### src/rtl/alu_reg_seq_pkg.sv
// Shared constants and types for the alu_reg_seq command sequencer.
// Optional overflow trap is enabled by defining ALU_REG_SEQ_OF_TRAP_EN.
package alu_reg_seq_pkg;

  localparam int DW_DEF  = 32;
  localparam int AW_DEF  = 5;
  localparam int OPW_DEF = 4;

  localparam logic [1:0] KIND_ALU  = 2'd0;
  localparam logic [1:0] KIND_LOAD = 2'd1;
  localparam logic [1:0] KIND_READ = 2'd2;
  localparam logic [1:0] KIND_RSVD = 2'd3;

  typedef enum logic [1:0] {
    IDLE = 2'd0,
    EXEC = 2'd1,
    WB   = 2'd2,
    RESP = 2'd3
  } state_e;

endpackage

### src/rtl/alu_reg_seq.sv
// Command sequencer driving a register-file/ALU datapath: read -> execute -> writeback -> respond.
// Define ALU_REG_SEQ_OF_TRAP_EN to suppress writeback and flag rsp_err on ALU overflow.
module alu_reg_seq
  import alu_reg_seq_pkg::*;
#(
  parameter int DW  = DW_DEF,
  parameter int AW  = AW_DEF,
  parameter int OPW = OPW_DEF
) (
  input  logic           clk,
  input  logic           rst,
  input  logic           cmd_valid,
  output logic           cmd_ready,
  input  logic [1:0]     cmd_kind,
  input  logic [OPW-1:0] cmd_op,
  input  logic [AW-1:0]  cmd_rs,
  input  logic [AW-1:0]  cmd_rt,
  input  logic [AW-1:0]  cmd_rd,
  input  logic [DW-1:0]  cmd_data,
  output logic           rsp_valid,
  input  logic           rsp_ready,
  output logic [DW-1:0]  rsp_result,
  output logic           rsp_zf,
  output logic           rsp_of,
  output logic           rsp_err,
  output logic [AW-1:0]  dp_w_addr,
  output logic [AW-1:0]  dp_r_addr_a,
  output logic [AW-1:0]  dp_r_addr_b,
  output logic [OPW-1:0] dp_alu_op,
  output logic           dp_write_reg,
  output logic           dp_write_f,
  output logic [DW-1:0]  dp_w_data,
  input  logic [DW-1:0]  dp_r_data_a,
  input  logic           dp_zf,
  input  logic           dp_of,
  input  logic [DW-1:0]  dp_f,
  output logic [15:0]    cmd_count
);

  state_e         state_q, state_d;
  logic           cmd_ready_q, cmd_ready_d;
  logic [1:0]     kind_q, kind_d;
  logic [OPW-1:0] op_q, op_d;
  logic [AW-1:0]  rs_q, rs_d;
  logic [AW-1:0]  rt_q, rt_d;
  logic [AW-1:0]  rd_q, rd_d;
  logic [DW-1:0]  data_q, data_d;
  logic [DW-1:0]  result_q, result_d;
  logic           zf_q, zf_d;
  logic           of_q, of_d;
  logic           err_q, err_d;
  logic [15:0]    count_q, count_d;
  logic           wb_en;

  always_comb begin
    // NOTE: every variable starts from its held value, so no branch can leave one unassigned and infer a latch.
    state_d  = state_q;
    kind_d   = kind_q;
    op_d     = op_q;
    rs_d     = rs_q;
    rt_d     = rt_q;
    rd_d     = rd_q;
    data_d   = data_q;
    result_d = result_q;
    zf_d     = zf_q;
    of_d     = of_q;
    err_d    = err_q;
    count_d  = count_q;

    unique case (state_q)
      IDLE: begin
        if (cmd_valid && cmd_ready_q) begin
          kind_d  = cmd_kind;
          op_d    = cmd_op;
          rs_d    = cmd_rs;
          rt_d    = cmd_rt;
          rd_d    = cmd_rd;
          data_d  = cmd_data;
          state_d = EXEC;
        end
      end
      EXEC: begin
        result_d = '0;
        zf_d     = 1'b0;
        of_d     = 1'b0;
        err_d    = 1'b0;
        unique case (kind_q)
          KIND_ALU: begin
            result_d = dp_f;
            zf_d     = dp_zf;
            of_d     = dp_of;
`ifdef ALU_REG_SEQ_OF_TRAP_EN
            err_d    = dp_of;
`else
            err_d    = 1'b0;
`endif
            state_d  = WB;
          end
          KIND_LOAD: begin
            result_d = data_q;
            state_d  = WB;
          end
          KIND_READ: begin
            result_d = dp_r_data_a;
            state_d  = RESP;
          end
          KIND_RSVD: begin
            err_d   = 1'b1;
            state_d = RESP;
          end
        endcase
      end
      WB: state_d = RESP;
      RESP: begin
        if (rsp_ready) begin
          count_d = count_q + 16'd1;
          state_d = IDLE;
        end
      end
      default: state_d = IDLE;
    endcase

    // Ready is registered so the cycle right after reset still shows all outputs low.
    cmd_ready_d = (state_d == IDLE);
  end

  // NOTE: sequential state uses <= so every flop samples pre-edge values regardless of statement order.
  always_ff @(posedge clk) begin
    if (rst) begin
      state_q     <= IDLE;
      cmd_ready_q <= 1'b0;
      kind_q      <= '0;
      op_q        <= '0;
      rs_q        <= '0;
      rt_q        <= '0;
      rd_q        <= '0;
      data_q      <= '0;
      result_q    <= '0;
      zf_q        <= 1'b0;
      of_q        <= 1'b0;
      err_q       <= 1'b0;
      count_q     <= '0;
    end else begin
      state_q     <= state_d;
      cmd_ready_q <= cmd_ready_d;
      kind_q      <= kind_d;
      op_q        <= op_d;
      rs_q        <= rs_d;
      rt_q        <= rt_d;
      rd_q        <= rd_d;
      data_q      <= data_d;
      result_q    <= result_d;
      zf_q        <= zf_d;
      of_q        <= of_d;
      err_q       <= err_d;
      count_q     <= count_d;
    end
  end

  // For ALU/LOAD err_q is only ever set by the overflow trap, so it doubles as the suppress flag.
  assign wb_en = (rd_q != '0) && !err_q;

  always_comb begin
    dp_r_addr_a  = '0;
    dp_r_addr_b  = '0;
    dp_alu_op    = '0;
    dp_w_addr    = '0;
    dp_write_reg = 1'b0;
    dp_write_f   = 1'b0;
    dp_w_data    = '0;
    rsp_valid    = 1'b0;
    rsp_result   = '0;
    rsp_zf       = 1'b0;
    rsp_of       = 1'b0;
    rsp_err      = 1'b0;

    if (state_q == EXEC || state_q == WB) begin
      dp_r_addr_a = rs_q;
      dp_r_addr_b = rt_q;
      dp_alu_op   = op_q;
    end

    if (state_q == WB) begin
      dp_w_addr    = rd_q;
      dp_write_f   = (kind_q == KIND_ALU);
      dp_w_data    = (kind_q == KIND_LOAD) ? data_q : '0;
      // Gated by rst so a reset landing on the WB edge never commits the write.
      dp_write_reg = wb_en && !rst;
    end

    if (state_q == RESP) begin
      rsp_valid  = 1'b1;
      rsp_result = result_q;
      rsp_zf     = zf_q;
      rsp_of     = of_q;
      rsp_err    = err_q;
    end
  end

  assign cmd_ready = cmd_ready_q;
  assign cmd_count = count_q;

endmodule
### config.mk
export PLATFORM = sky130hd
export DESIGN_NAME = alu_reg_seq
export DESIGN_NICKNAME = d
export VERILOG_FILES = /design/src/rtl/alu_reg_seq_pkg.sv /design/src/rtl/alu_reg_seq.sv
export SDC_FILE = /design/constraint.sdc
export NUM_CORES = 1
export LEC_CHECK = 0
export CORE_MARGIN = 5
export CORE_UTILIZATION = 43
export DETAILED_ROUTE_END_ITERATION = 12
export PLACE_DENSITY = 0.87
export SYNTH_ARGS = -nofsm -noshare
export SYNTH_HDL_FRONTEND = slang
export SYNTH_SLANG_ARGS = --single-unit
### constraint.sdc
create_clock -name clk -period 4.2 [get_ports clk]
set_input_delay 0.84 -clock clk [delete_from_list [all_inputs] [get_ports clk]]
set_output_delay 0.84 -clock clk [all_outputs]
set_load 0.01 [all_outputs]
Word-level counts from Yosys, hierarchy flattened
Cells that the tools add are included.
Cells by class
  $add $sub $neg: 1
  eq/ne operators: 6
  mux-type cells: 21
  reductions and logical operators: 14
Operator list (count)
  $mux W32: 3
  $pmux W32 S3: 1
  $add A16 B1 Y16 const B: 1
  $mux W5: 3
  $mux W1: 9
  $eq A2 B2 Y1 const B: 4
  $pmux W2 S4: 1
  $logic_not A2 Y1: 3
  $reduce_bool A5 Y1: 1
  $eq A2 B1 Y1 const B: 2
  $mux W2: 2
  $mux W4: 1
  $pmux W2 S2: 1
  $reduce_and A2 Y1: 2
  $reduce_or A2 Y1: 2
  $logic_and A1 B1 Y1: 3
  $logic_not A1 Y1: 2
  $logic_or A1 B1 Y1: 1
Word-level totals
  flip-flop bits (word level): 107
  input port bits: 123

Longest topological paths before layout
  depth after elaboration: 5
  mapped depth: 7
  gate-level depth less buffers: 6

Worst setup path after synthesis
OpenSTA, ideal clock, no wires.
  path type: input to output
  start: input port rst
  end: output port dp_write_reg
  arrival: 1.648 ns
  required time: 3.360 ns
  slack: 1.712 ns
  stages: 3
  path buffers: 2
  path through: buf_4 clkbuf_1 nor4b_1
Between the ends
  cells in the longest elaborated chain, start to end: 3
RTL lines
  from (decl): RTL line alu_reg_seq.sv:11  | input logic rst,
  $logic_not A1 Y1: RTL line alu_reg_seq.sv:188  | dp_write_reg = wb_en && !rst;
  $logic_and A1 B1 Y1: RTL line alu_reg_seq.sv:188
  $mux W1: RTL line alu_reg_seq.sv:183  | if (state_q == WB) begin
  to (decl): RTL line alu_reg_seq.sv:30  | output logic dp_write_reg,
Every way passes these cells.

Worst setup path after layout
  start: register state_q[0]
  end: output port dp_w_data[1]
Between the ends
  cells in the longest elaborated chain, start to end: 2
RTL lines
  from (decl): RTL line alu_reg_seq.sv:40  | state_e state_q, state_d;
  from (signal assigned): RTL line alu_reg_seq.sv:144  | state_q <= state_d;
  $eq A2 B2 Y1: RTL line alu_reg_seq.sv:183
  $mux W32: RTL line alu_reg_seq.sv:183
  to (decl): RTL line alu_reg_seq.sv:32  | output logic [DW-1:0] dp_w_data,
Every way passes these cells.

==> metrics.yaml <==
floorplanning:
  initial_core_util: 0.434
  core_area_um2: 11900
  rows: 40
  die_h_um: 119
  num_io_pins: 229
  dieArea_um2: 14300
  dieWidth_um: 119
setup_path:
  worst-r2r-setup-slack_ns: 1.80
  cp_max_fo: 17
  crit_arrival_ns: 2.49
  crit_required_ns: 3.36
  cp-start-kind: "flip-flop"
  crit_path_end_kind: "output port"
  path_class: "reg2out"
layout:
  nFillCells: 1003
  layout.cells.most_common_list: "227 x clkdlybuf4s50_1, 113 x nand2_1, 105 x dfxtp_1"
  diodes: 0
  drive_gt1_frac: 0.0347
  design_area_um2: 7740
  fin_nets: 990
  final_common_cell: "clkdlybuf4s50_1"
  syn_to_final_growth_pct: 50.3
power:
  p_switching_w: 0.00105
  comb_power_share: 0.310
  internal_power_w: 0.00203
  clockPowerShare: 0.261
  sw_frac_of_total: 0.341
  vdd.ir_drop.worst_mv: 0.307
  p_leak_nw: 2.71
  power_density_nw_per_um2: 398
  seqPwrFrac: 0.430
sta:
  setup_viol: 0
  finalMaxSlewViolations: 0
  fin_crit_ns: 3.33
  fin_skew_ns: 0.00735
  max_slew_margin: 0.285
  setup_slack_ns: 0.868
  whs_ns: 0.450
  hold_violations: 0
  tns_ns: 0
  fmax_ghz: 0.300
  rsz0062_at_grt: "no"
  finalCritPeriodShare: 0.793
  worstMarginPinSlew_ns: 1.07
clocking:
  post_cts_buffers: 0
  clk_latency_ns: 0.35
  htree_num_levels: 3
  ctsResizeCount: 0
  clockBufferDepth: 2
  cts_hold_buf: 0
  cts_tree: "yes"
  cts_root_buf: "clkbuf_16"
  clk_pin_slew_ns: 0.07
  numCtsBuffers: 9
  clock-sinks: 107
synth:
  syn_area_per_cell_um2: 7.72
  synth_cell_types: 31
  syn-num-nets: 797
  yosys_warnings: 0
  ys_seq_elements: 107
  synth_seq_area_share: 0.416
  synthCells: 667
  synth_area_um2: 5150
drt:
  routed_wirelength_um: 16400
  drtAntennaViolNets: 0
  via_per_inst: 5.05
  drt_first_pass_iters: 4
  first_iter_violations: 419
  drc: 0
  wl_per_cell_um: 16.2
  vias: 5112
min_path:
  holdCritPathClass: "reg2reg"
grt:
  grt-ovfl-total: 0
  grt_pass1_vias: 4993
  antenna_found_initial: 0
  grt_max_degree: 76
  grt_pass1_wl_um: 25300
  grt_usage: 0.222
place:
  place_area_um2: 7470
  dp_hpwl_um: 11600
  io_buffer_count: 228
  place_ws_ns: 1.22
  gp_congestion: 0.801
job:
  max-cap-violations: 0
run_status:
  status: "complete, no violations"
-- layout make-up --
class / count / area [um^2] / share of cell area
clock inverters: 7 / 51.3 / 0.00663
inverters: 6 / 22.5 / 0.00291
flip-flops and latches: 107 / 2140 / 0.277
well taps: 147 / 184 / 0.0238
clock buffers: 9 / 225 / 0.0291
multi-input cells: 502 / 2790 / 0.360
repair buffers: 234 / 2320 / 0.300
-- critical path: stages, from the launching register on --
cell and delay [ns]:
dfxtp_1 0.35, inv_1 0.14, ha_1 0.21, and3b_1 0.66, and2_1 0.22, clkdlybuf4s50_1 0.57
-- kinds of logic (layout without fill, tap and decap cells) --
family,Yosys count,after routing,synth area share
AO/OA/AOI/OAI,133,133,0.146
XOR/XNOR,12,12,0.0204
adder cells (fa/ha/maj),7,7,0.0170
buffers and inverters,58,256,0.0454
flip-flops,107,107,0.416
multiplexers,32,32,0.0622
AND/OR/NAND/NOR,318,318,0.293
-- path summary, 6_finish.rpt --
check | from | end | cells past startpoint
worst max-delay path | state_q[0]$_SDFF_PP0_ | dp_w_data[1] | 5
worst min-delay path | rt_q[2]$_SDFFE_PP0P_ | rt_q[2]$_SDFFE_PP0P_ | 2
worst max register to register | state_q[1]$_SDFF_PP0_ | cmd_count[12]$_SDFFE_PP0P_ | 6
worst min register to register | rt_q[2]$_SDFFE_PP0P_ | rt_q[2]$_SDFFE_PP0P_ | 2
-- Yosys cell counts (all sizes together) --
library cell | count | area (um^2)
xor2 | 4 | 35.0
a21oi | 95 | 475
and3b | 3 | 26.3
nand2 | 113 | 424
or3 | 4 | 25.0
xnor2 | 8 | 70.1
or4 | 1 | 7.51
a31oi | 1 | 6.26
nor3 | 3 | 15.0
o21ai | 4 | 20.0
nor4b | 1 | 8.76
nand3b | 1 | 7.51
nand2b | 3 | 18.8
buf | 11 | 57.6
inv | 6 | 22.5
and4 | 1 | 8.76
nor4 | 5 | 31.3
and2 | 87 | 544
clkbuf | 41 | 154
nand3 | 8 | 40.0
a211oi | 33 | 248
nor2 | 81 | 304
nor2b | 1 | 6.26
and3 | 1 | 6.26
ha | 7 | 87.6
nand4 | 5 | 37.5
dfxtp | 107 | 2140
mux2i | 32 | 320
-- through the flow --
step,utilization,power [W],instances
3_5_place_dp,0.629,0.00231,996
2_1_floorplan,-,0.00196,667
4_1_cts,0.653,0.00311,1012
5_1_grt,0.653,0.00327,1012
3_3_place_gp,0.629,0.00228,996
6_report,0.653,0.00308,1012
-- state kept, by name, indices dropped and copies added, names as in the netlist, 2 cells and up --
register / count
kind_q: 2
op_q: 4
cmd_count: 16
rs_q: 5
rd_q: 5
data_q: 32
state_q: 2
rt_q: 5
result_q: 32
-- metal layers --
layer | global-route usage | wire [um]
met4 | 0.0723 | 346
met3 | 0.0632 | 1030
met5 | 0 | 0
met1 | 0.253 | 6700
met2 | 0.399 | 8280
-- power by group through the flow --
stage               Combinational [W]  Clock [W]  Sequential (W)
finish                       0.000954   0.000802         0.00132
CTS                          0.000964   0.000823         0.00132
global placement             0.000940          0         0.00134
floorplan                    0.000654          0         0.00131
global route                  0.00106   0.000860         0.00135
detailed placement           0.000961          0         0.00135
Note: power is estimated with default switching activity, not from simulation.
